<file path="src/rtl/aligner_pkg.sv">
// Shared types and constants for the deserializer frame aligner.
package aligner_pkg;

  typedef enum logic [1:0] {
    HUNT    = 2'd0,
    CONFIRM = 2'd1,
    LOCKED  = 2'd2
  } state_t;

  localparam logic [15:0] DEFAULT_SYNC_WORD = 16'hA5C3;

endpackage

</file>
<file path="src/rtl/aligner_fifo.sv">
// Small synchronous FIFO holding {sof, payload} entries for the aligner.
// A write to a full FIFO is accepted when a read happens in the same cycle;
// otherwise it is dropped and flagged on o_drop.
module aligner_fifo #(
  parameter int unsigned WIDTH = 17,
  parameter int unsigned DEPTH = 4
) (
  input  logic             clk,
  input  logic             resetn,
  input  logic             i_wr_en,
  input  logic [WIDTH-1:0] i_wr_data,
  input  logic             i_rd_en,
  output logic [WIDTH-1:0] o_rd_data,
  output logic             o_empty,
  output logic             o_full,
  output logic             o_drop
);

  localparam int unsigned AW = $clog2(DEPTH);

  logic [WIDTH-1:0] r_mem [DEPTH];
  logic [AW-1:0]    r_wr_ptr;
  logic [AW-1:0]    r_rd_ptr;
  logic [AW:0]      r_count;
  logic             r_empty;
  logic             r_full;

  logic             w_pop;
  logic             w_push;
  logic [AW:0]      w_count_nxt;

  assign w_pop       = i_rd_en && !r_empty;
  assign w_push      = i_wr_en && (!r_full || w_pop);
  assign w_count_nxt = r_count + (AW+1)'(w_push) - (AW+1)'(w_pop);

  assign o_rd_data = r_mem[r_rd_ptr];
  assign o_empty   = r_empty;
  assign o_full    = r_full;
  assign o_drop    = i_wr_en && r_full && !w_pop;

  // Storage, pointers and registered empty/full flags.
  always_ff @(posedge clk) begin
    if (!resetn) begin
      for (int unsigned i = 0; i < DEPTH; i++) r_mem[i] <= '0;
      r_wr_ptr <= '0;
      r_rd_ptr <= '0;
      r_count  <= '0;
      r_empty  <= 1'b1;
      r_full   <= 1'b0;
    end else begin
      if (w_push) begin
        r_mem[r_wr_ptr] <= i_wr_data;
        r_wr_ptr        <= r_wr_ptr + AW'(1);
      end
      if (w_pop) r_rd_ptr <= r_rd_ptr + AW'(1);
      r_count <= w_count_nxt;
      r_empty <= (w_count_nxt == '0);
      r_full  <= (w_count_nxt == (AW+1)'(DEPTH));
    end
  end

endmodule

</file>
<file path="src/rtl/deser_frame_aligner.sv">
// Frame aligner for a bit-serial deserializer window: hunts for the sync
// word, confirms it one frame later, then emits payload words into an
// output FIFO while tracking missed sync words.
// Optional build macro: ALIGNER_STATS_EN adds sync_err_cnt / lock_loss_cnt.
module deser_frame_aligner
  import aligner_pkg::*;
#(
  parameter int unsigned           DATA_WIDTH  = 16,
  parameter logic [DATA_WIDTH-1:0] SYNC_WORD   = DATA_WIDTH'(DEFAULT_SYNC_WORD),
  parameter int unsigned           FRAME_WORDS = 4,
  parameter int unsigned           MISS_LIMIT  = 2,
  parameter int unsigned           FIFO_DEPTH  = 4
) (
  input  logic                  clk,
  input  logic                  resetn,
  input  logic [DATA_WIDTH-1:0] din_word,
  output logic [DATA_WIDTH-1:0] word_out,
  output logic                  word_sof,
  output logic                  word_valid,
  input  logic                  word_ready,
  output logic                  locked,
  output logic                  overflow
`ifdef ALIGNER_STATS_EN
  ,
  output logic [15:0]           sync_err_cnt,
  output logic [7:0]            lock_loss_cnt
`endif
);

  localparam int unsigned BW = $clog2(DATA_WIDTH);
  localparam int unsigned IW = $clog2(FRAME_WORDS + 1);
  localparam int unsigned MW = $clog2(MISS_LIMIT + 1);

  state_t          r_state;
  logic [BW-1:0]   r_bit_cnt;
  logic [IW-1:0]   r_idx;
  logic [MW-1:0]   r_miss;
  logic            r_locked;
  logic            r_overflow;

  logic            w_boundary;
  logic            w_sync_pos;
  logic            w_match;
  logic            w_push;
  logic            w_sync_miss;
  logic            w_lock_loss;
  logic            w_empty;
  logic            w_full;
  logic            w_drop;
  logic [DATA_WIDTH:0] w_rd_data;

  assign w_match     = (din_word == SYNC_WORD);
  assign w_boundary  = (r_state != HUNT) && (r_bit_cnt == BW'(DATA_WIDTH - 1));
  assign w_sync_pos  = (r_idx == IW'(FRAME_WORDS));
  assign w_push      = (r_state == LOCKED) && w_boundary && !w_sync_pos;
  assign w_sync_miss = (r_state == LOCKED) && w_boundary && w_sync_pos && !w_match;
  assign w_lock_loss = w_sync_miss && (r_miss == MW'(MISS_LIMIT - 1));

  // Alignment FSM: bit/word position tracking, miss counting, lock flag.
  always_ff @(posedge clk) begin
    if (!resetn) begin
      r_state   <= HUNT;
      r_bit_cnt <= '0;
      r_idx     <= '0;
      r_miss    <= '0;
      r_locked  <= 1'b0;
    end else begin
      if (r_state != HUNT) begin
        r_bit_cnt <= w_boundary ? '0 : r_bit_cnt + BW'(1);
        if (w_boundary) r_idx <= w_sync_pos ? '0 : r_idx + IW'(1);
      end
      case (r_state)
        HUNT: begin
          if (w_match) begin
            r_state   <= CONFIRM;
            r_bit_cnt <= '0;
            r_idx     <= '0;
          end
        end
        CONFIRM: begin
          if (w_boundary && w_sync_pos) begin
            if (w_match) begin
              r_state  <= LOCKED;
              r_locked <= 1'b1;
            end else begin
              r_state <= HUNT;
            end
          end
        end
        LOCKED: begin
          if (w_boundary && w_sync_pos) begin
            if (w_match) begin
              r_miss <= '0;
            end else if (w_lock_loss) begin
              r_miss   <= '0;
              r_state  <= HUNT;
              r_locked <= 1'b0;
            end else begin
              r_miss <= r_miss + MW'(1);
            end
          end
        end
        default: begin
          r_state  <= HUNT;
          r_locked <= 1'b0;
        end
      endcase
    end
  end

  // Sticky flag for payload words lost to a full FIFO.
  always_ff @(posedge clk) begin
    if (!resetn)     r_overflow <= 1'b0;
    else if (w_drop) r_overflow <= 1'b1;
  end

  aligner_fifo #(
    .WIDTH(DATA_WIDTH + 1),
    .DEPTH(FIFO_DEPTH)
  ) u_fifo (
    .clk       (clk),
    .resetn    (resetn),
    .i_wr_en   (w_push),
    .i_wr_data ({(r_idx == '0), din_word}),
    .i_rd_en   (word_ready),
    .o_rd_data (w_rd_data),
    .o_empty   (w_empty),
    .o_full    (w_full),
    .o_drop    (w_drop)
  );

  assign word_out   = w_rd_data[DATA_WIDTH-1:0];
  assign word_sof   = w_rd_data[DATA_WIDTH];
  assign word_valid = !w_empty;
  assign locked     = r_locked;
  assign overflow   = r_overflow;

`ifdef ALIGNER_STATS_EN
  logic [15:0] r_sync_err;
  logic [7:0]  r_lock_loss;

  // Saturating counters of sync misses while locked and of lock losses.
  always_ff @(posedge clk) begin
    if (!resetn) begin
      r_sync_err  <= '0;
      r_lock_loss <= '0;
    end else begin
      if (w_sync_miss && (r_sync_err != '1)) r_sync_err  <= r_sync_err + 16'd1;
      if (w_lock_loss && (r_lock_loss != '1)) r_lock_loss <= r_lock_loss + 8'd1;
    end
  end

  assign sync_err_cnt  = r_sync_err;
  assign lock_loss_cnt = r_lock_loss;
`endif

endmodule
</file>
<file path="config.mk">
export PLATFORM = sky130hd
export DESIGN_NAME = deser_frame_aligner
export DESIGN_NICKNAME = d
export VERILOG_FILES = /design/src/rtl/aligner_pkg.sv /design/src/rtl/aligner_fifo.sv /design/src/rtl/deser_frame_aligner.sv
export SDC_FILE = /design/constraint.sdc
export NUM_CORES = 1
export LEC_CHECK = 0
export ABC_AREA = 1
export BUFFER_PORTS_ARGS = -buffer_cell sky130_fd_sc_hd__buf_4
export CAP_MARGIN = 15
export CELL_PAD_IN_SITES_DETAIL_PLACEMENT = 0
export CELL_PAD_IN_SITES_GLOBAL_PLACEMENT = 1
export CORE_ASPECT_RATIO = 0.7
export CORE_MARGIN = 2
export CORE_UTILIZATION = 35
export DETAILED_ROUTE_END_ITERATION = 10
export PLACE_DENSITY = 0.66
export RECOVER_POWER = 50
export SYNTH_ARGS = -nofsm -noshare
export SYNTH_HDL_FRONTEND = slang
export SYNTH_HIERARCHICAL = 1
export SYNTH_SLANG_ARGS = --single-unit
</file>
<file path="constraint.sdc">
create_clock -name clk -period 7 [get_ports clk]
set_input_delay 0.35 -clock clk [delete_from_list [all_inputs] [get_ports clk]]
set_output_delay 0.35 -clock clk [all_outputs]
set_load 0.01 [all_outputs]
</file>
Word level (Yosys, flattened, before mapping)

Memories as Yosys holds them, arrays and structs flattened. A register that Yosys moved wholly into a read port is not among the register bits.
Index checks and enable logic that the tools add are counted.

Memories kept: 1
Bits in registers: 22
Memory bits (writable): 68
Input bits: 19
Output and inout port bits: 20

Add/sub/neg operators: 7
Bitwise gates (word level): 1
Eq/ne operators: 13
Mux-type cells: 33
Reduce and logical (&&, ||, !) cells: 25

Memory list:

| memory       | depth | bits a word | read ports | clocked after Yosys merged registers in | wr ports | line               | text |
|---|---|---|---|---|---|---|---|
| u_fifo.r_mem | 4     | 17          | 1          | 1                                       | 4        | aligner_fifo.sv:21 | `logic [WIDTH-1:0] r_mem [DEPTH];` |

Operator list:

| kind                                                             | number |
|---|---|
| 2-bit 2-to-1 mux                                                 | 11 |
| 17-bit 2-to-1 mux                                                | 1 |
| 17-bit OR reduction                                              | 1 |
| 16-bit == test (second input constant)                           | 1 |
| 4-bit 2-to-1 mux                                                 | 4 |
| 3-bit 2-to-1 mux                                                 | 5 |
| 1-bit logical AND                                                | 11 |
| 1-bit 2-to-1 mux                                                 | 10 |
| 2-bit != test (second input constant)                            | 5 |
| 2-bit by 1-bit adder with 2-bit output (second input constant)   | 3 |
| 3-bit == test (second input constant)                            | 2 |
| 3-bit logical NOT                                                | 2 |
| 2-bit case mux with 3 select lines                               | 1 |
| 6-bit AND reduction                                              | 1 |
| 1-bit logical NOT                                                | 5 |
| 5-bit AND reduction                                              | 1 |
| 4-bit by 1-bit adder with 4-bit output (second input constant)   | 1 |
| 2-bit by 1-bit == test with 1-bit output (second input constant) | 2 |
| 4-bit == test (second input constant)                            | 1 |
| 3-bit by 1-bit adder with 3-bit output                           | 1 |
| 3-bit by 1-bit adder with 3-bit output (second input constant)   | 1 |
| 1-bit case mux with 3 select lines                               | 1 |
| 3-bit by 1-bit subtractor with 3-bit output                      | 1 |
| 2-bit == test (second input constant)                            | 1 |
| other kinds (6)                                                  | 6 |

Logic depth before layout (Yosys ltp)

Gate-level depths: netlist of the first run.

Word-level depth: 10
Mapped depth: 17
Gate-level depth less buffers: 17

Cells and area by module

Netlist of the first run, hierarchy kept.

Modules (own cells, without submodules):

| module              | cells each | sequential area each (um^2) | area an instance (um^2) | times used |
|---|---|---|---|---|
| aligner_fifo        | 342        | 2262.2                      | 3616.0                  | 1 |
| deser_frame_aligner | 129        | 260.2                       | 822.0                   | 1 |

Least setup slack after synthesis of the first run

No wires, ideal clock.

Path kind: reg-to-reg
Start: register r_bit_cnt[0]
End: memory u_fifo.r_mem[0][0] (enable)
Period minus slack after synthesis: 3.223 ns
Buffers on the path: 0
Slack: 3.777 ns
Stages on the path, launching flop included: 8
Data arrival time: 2.809 ns
Path through: dfxtp_1 -> ha_1 -> nand2_2 -> nor2_4 -> inv_2 -> nor3_1 -> nand4_4 -> o21ai_0

RTL lines:

| what                   | line                      | text |
|---|---|---|
| from (decl)            | deser_frame_aligner.sv:35 | `logic [BW-1:0] r_bit_cnt;` |
| from (signal assigned) | deser_frame_aligner.sv:69 | `r_bit_cnt <= w_boundary ? '0 : r_bit_cnt + BW'(1);` |
| to (decl)              | aligner_fifo.sv:21        |  |

==> results of run 1 <==
metrics by stage:
step	cells	setup slack, ns
floorplan	471	3.78
global placement	660	3.85
detailed placement	660	3.80
CTS	676	3.76
global route	677	2.53
finish	677	2.89
logic make-up (layout without fill, tap and decap cells):
logic type,Yosys count,count (layout),share of synthesized area
adder cells (fa/ha/maj),6,6,0.0186
flip-flops,92,92,0.568
XOR/XNOR,2,2,0.00395
AO/OA/AOI/OAI,78,78,0.0959
AND/OR/NAND/NOR,197,197,0.224
buffers and inverters,96,140,0.0897
worst max-delay path, cell delays in order, from the launching register on:
cell and delay, ns:
dfxtp_1 0.37, ha_1 0.22, nand2_2 0.07, nor2_1 0.18, inv_1 0.12, nor3_1 0.46
nand2_4 0.10, nor2_1 1.85, nand2_1 0.38, nor2_1 0.21
worst max-delay path by stage:
stage | from | to | slack, ns | cells past startpoint
6_report | r_bit_cnt[0] | u_fifo/r_mem[2][2] | 2.89 | 9
5_1_grt | r_bit_cnt[0] | u_fifo/r_mem[2][2] | 2.53 | 9
4_1_cts | r_bit_cnt[0] | u_fifo/r_mem[2][6] | 3.76 | 8
3_5_place_dp | r_bit_cnt[0] | u_fifo/r_mem[2][8] | 3.80 | 8
3_3_place_gp | r_bit_cnt[0] | u_fifo/r_mem[2][4] | 3.85 | 8
2_1_floorplan | r_bit_cnt[0] | u_fifo/r_mem[0][0] | 3.78 | 7
state kept, by name, summed over array words and instances (netlist names), named ones only:
register	cells
locked	1
overflow	1
r_bit_cnt	4
r_idx	3
r_miss	2
r_state	2
u_fifo/o_empty	1
u_fifo/o_full	1
u_fifo/r_count	3
u_fifo/r_mem	68
u_fifo/r_rd_ptr	2
u_fifo/r_wr_ptr	2
cell type report:
| class | count | area (um^2) | area share |
|---|---|---|---|
| clock buffers | 11 | 243 | 0.0477 |
| clock inverters | 5 | 82.6 | 0.0162 |
| inverters | 80 | 303 | 0.0595 |
| multi-input cells | 283 | 1430 | 0.281 |
| flip-flops and latches | 92 | 2520 | 0.496 |
| well taps | 162 | 203 | 0.0398 |
| repair buffers | 44 | 304 | 0.0597 |
layer usage:
metal	vias up	track usage
met4	0	0.0330
met5	-	0
met3	9	0.0417
met2	64	0.233
met1	1498	0.228
li1	1617	-
cells in the final DEF (no fill, tap or decap), types with 9 or more instances in the layout:
| cell type | netlist | routed |
|---|---|---|
| edfxtp_1 | 68 | 68 |
| buf_4 | 3 | 37 |
| o21ai_0 | 44 | 42 |
| nand2_4 | 11 | 11 |
| clkbuf_16 | 0 | 9 |
| nor2_1 | 86 | 101 |
| nand2_1 | 41 | 42 |
| dfxtp_1 | 24 | 24 |
| nor3_1 | 19 | 19 |
| inv_1 | 72 | 74 |
| a21oi_1 | 10 | 10 |
| o22ai_1 | 17 | 17 |
where the power goes:
part | switching, uW | internal [uW]
logic | 140 | 88.9
clock network | 203 | 324
registers | 17.1 | 616
==> out/qor.csv, run 1 <==
metric,value,unit
ys_ff_latch,92,
synth-edff-count,68,
syn_avg_cell_area,9.42,um^2
yosys_warnings,6,
reg2reg_from,r_bit_cnt[0],
syn-cell-area,4440,um^2
cp.arrival,4.29,ns
yosysSeqAreaShare,0.568,
worstSetupPathType,reg -> reg,
fin_skew,0.0127,ns
syn_to_final_growth,14.7,%
worstSetupEndpointType,flop,
dr_total_vias,3188,
post_cts_buffers,0,
drt-pass1-iter-count,4,
drc,0,
cts_max_level,3,
wl_met1,5290,um
place_area,4870,um^2
power,1390,uW
ys_top_cells_by_count,"86 x nor2_1, 72 x inv_1, 68 x edfxtp_1",
cts_resized,0,
max_slew_margin,-0.671,
synthCells,471,
drt_iter0_markers,154,
grt_usage,0.156,
leakagePower,0.00219,uW
synth_top_area_share,0.460,
clk_latency,0.34,ns
n_fill_cell,1220,
worst_pin_slew,2.50,ns
postCtsHoldBufs,0,
hold_slack,0.273,ns
viasPerCell,4.71,
wl_met3,533,um
synth.most_common_cell,nor2_1,
rows,34,
rr_worst_depth,9,
violations,"max-capacitance violations, max-slew violations",
grt_pass1_wl,16200,um
core_area,12400,um^2
wl_met2,4480,um
clk_pin_slew,0.07,ns
ys_types,33,
hp-start,resetn,
cts_tree,done,
antenna_left,0,
post-route-util,0.411,
grt_pass1_vias,2949,
rr_endpoint,u_fifo/r_mem[2][2],
cts_made_buffers,9,
cp-start-kind,flop,
cts.sinks,92,
status,"finished, violations left",
grt_max_degree,36,
globalplace.congestion,0.746,
start_util,0.359,
setup_viol,0,
cellPowerDensity,273,nW/um^2
cp.required,7.18,ns
async_flop_share,0,
worstHoldPathType,in -> reg,
nets,535,
portBuffers,38,
synth.area.top_cells,"edfxtp_1 46%, dfxtp_1 11%, nor2_1 7.3%",
post_drt_wl_per_cell,15.3,um
die_h,98.2,um
crit_path_max_fanout,18,
die_w,139,um
max_freq,244,MHz
drv_cap,1,
reg2reg_slack,2.89,ns
drive_gt1_frac,0.163,
synth_fp_nets,496,
setup-tns-final,0,ns
fp.dieArea,13600,um^2
clockBufferDepth,2,
min_to,u_fifo/o_empty,
antenna_found_initial,0,
min_path_cells,2,
period_share,0.587,
wl,10400,um
rsz0062_at_grt,no,
cts-root-buf,clkbuf_16,
routed.top_layer,met4,
pin_count,39,
antenna_cells,0,
yosys.area.top_type,edfxtp_1,
period_minus_slack,4.11,ns
ir_worst_vdd,150,uV
slew_viol_final,19,
finish.instance_area,5090,um^2
ys.flop_type,edfxtp_1,
dp_hpwl,7180,um
grt_overflow,0,
finalHoldViolCount,0,
Power figures use the tool's default switching activity.
==> inputs of run 2 (changes only) <==
==> constraint.sdc (replaced) <==
create_clock -name clk -period 3.81 [get_ports clk]
set_input_delay 0.1905 -clock clk [delete_from_list [all_inputs] [get_ports clk]]
set_output_delay 0.1905 -clock clk [all_outputs]
set_load 0.01 [all_outputs]
==> run 2 against run 1 <==
Effect of this change: the flow now finishes without violations; utilization grew 0.18 points; sequential cell count unchanged; setup slack worse by 2.1 ns; largest power group unchanged; die area stayed put; fmax up 35%; count of clock-buffer cells in the layout down 2; combinational power rose by 86%; critical endpoint is now u_fifo/r_mem[2][9].
==> out/qor.csv, run 2 (same netlist as run 1, synthesis figures left out) <==
metric,value,unit,change
status,"complete, no violations",,
leakagePower,0.00216,uW,-1.5%
fin_skew,0.00717,ns,-0.00555 ns
largest_reg_flops,68,,unchanged
globalplace.congestion,0.787,,+5.6%
n_fill_cell,1227,,+0.57%
die_h,98.2,um,unchanged
clk_latency,0.34,ns,about the same
post_cts_buffers,0,,unchanged
cts_tree,done,,
clockBufferDepth,2,,unchanged
dp.cells,665,,+0.76%
cp_slowest_stage_delay,0.90,ns,-0.95 ns
grt_overflow,0,,unchanged
cts-root-buf,clkbuf_16,,
start_util,0.359,,unchanged
dr_total_vias,3106,,-2.6%
nets,539,,+0.75%
rows,34,,unchanged
crit_chain,ha_1 > nand2_1 > nor2_1 > inv_1 > nor3_1 > clkbuf_1 > nand2_1 > o21ai_0 > clkbuf_1,,
die_w,139,um,unchanged
slew_viol_final,0,,-19
drc,0,,unchanged
drt_iter0_markers,200,,+30%
wl,10100,um,-2.8%
grt_usage,0.156,,about the same
cts_max_level,3,,unchanged
cts_made_buffers,9,,unchanged
core_area,12400,um^2,unchanged
fp.dieArea,13600,um^2,unchanged
syn_to_final_growth,15.2,%,
clk_pin_slew,0.06,ns,about the same
drv_cap,0,,-1
grt_max_degree,36,,unchanged
worstSetupPathType,reg -> reg,,
grt_pass1_wl,16300,um,+0.73%
grt_util_met2,0.229,,-0.00419
grt_busiest_layer,met1,,
finalNonFillerCells,681,,+0.59%
worstHoldPathType,in -> reg,,
worst_pin_slew,1.19,ns,-1.30 ns
pin_count,39,,unchanged
grt_use_met3,0.0407,,-0.000981
drive_gt1_frac,0.179,,+0.0161
max_flop_register,u_fifo/r_mem,,
cts_resized,0,,unchanged
period_minus_slack,3.04,ns,-1.07 ns
viasPerCell,4.56,,-3.1%
place_area,4910,um^2,+0.77%
antenna_cells,0,,unchanged
setup_viol,0,,unchanged
max_freq,329,MHz,+35%
finalHoldViolCount,0,,unchanged
antenna_left,0,,unchanged
period_share,0.797,,+0.211
cp-start-kind,flop,,
cellPowerDensity,494,nW/um^2,+81%
timing.critical_path.slowest_stage_cell,clkbuf_1,,
power,2520,uW,+82%
antenna_found_initial,0,,unchanged
drt-pass1-iter-count,4,,unchanged
cp.arrival,2.99,ns,-1.30 ns
dp_hpwl,6570,um,-8.6%
finish.instance_area,5110,um^2,+0.44%
setup-tns-final,0,ns,unchanged
mostFrequentLayoutCells,"88 x nor2_1, 74 x inv_1, 68 x edfxtp_1",,
postCtsHoldBufs,0,,unchanged
cp.required,3.76,ns,-3.42 ns
post_drt_wl_per_cell,14.8,um,-3.4%
layout_commonest_cell,nor2_1,,
crit_path_max_fanout,17,,-1
rsz0062_at_grt,no,,
worstSetupEndpointType,flop,,
met1_usage,0.231,,+0.00356
grt_pass1_vias,2958,,+0.31%
cts.sinks,92,,unchanged
portBuffers,38,,unchanged
ir_worst_vdd,245,uV,+64%
final-seq-area,2520,um^2,unchanged
multiInputGateArea,1430,um^2,about the same
max_slew_margin,0.205,,+0.876
reg_top3,"u_fifo/r_mem (68), r_bit_cnt (4)",,
==> run 2: final cells by class <==
type | instances | area share
repair buffers | 48 | 0.0661
clock inverters | 7 | 0.0176
clock buffers | 9 | 0.0441
flip-flops and latches | 92 | 0.494
well taps | 162 | 0.0397
multi-input cells | 283 | 0.280
inverters | 80 | 0.0592
==> run 2: metrics by stage <==
stage / hold slack (ns) / setup WS (ns) / utilization
5_1_grt: 0.141 / 0.475 / 0.413
4_1_cts: 0.130 / 1.14 / 0.422
2_1_floorplan: 0.334 / 0.587 / -
3_5_place_dp: 0.419 / 1.16 / 0.396
6_report: 0.136 / 0.773 / 0.413
3_3_place_gp: 0.418 / 1.18 / 0.396
==> run 2: metal layers <==
layer  part of all wire  vias to the layer above
met5                  0                        -
met4             0.0040                        0
met3              0.054                        2
met2               0.42                       68
met1               0.52                     1413
li1                   -                     1623
==> run 2: worst paths after layout <==
check                           cells after the start  slack (ns)         start            endpoint
worst max-delay path                                9        0.77  r_bit_cnt[0]  u_fifo/r_mem[2][9]
worst min register to register                      2        0.43     r_miss[1]           r_miss[1]
worst max register to register                      9        0.77  r_bit_cnt[0]  u_fifo/r_mem[2][9]
worst min-delay path                                2        0.14        resetn      u_fifo/o_empty
==> run 2: critical path, delay by kind of cell, from the launching register on <==
| kind | cells | cell delay, ns |
|---|---|---|
| compound gates | 1 | 0.19 |
| buf+inv | 3 | 1.26 |
| fa+ha+maj | 1 | 0.20 |
| flops | 1 | 0.37 |
| simple gates | 4 | 0.62 |
==> run 2: report_power, final <==
| group | internal, uW | switching [uW] | total [uW] | leakage (uW) |
|---|---|---|---|---|
| Combinational | 167 | 259 | 426 | 0.00113 |
| Clock | 573 | 370 | 943 | 0.000155 |
| Sequential | 1130 | 25.2 | 1160 | 0.000867 |
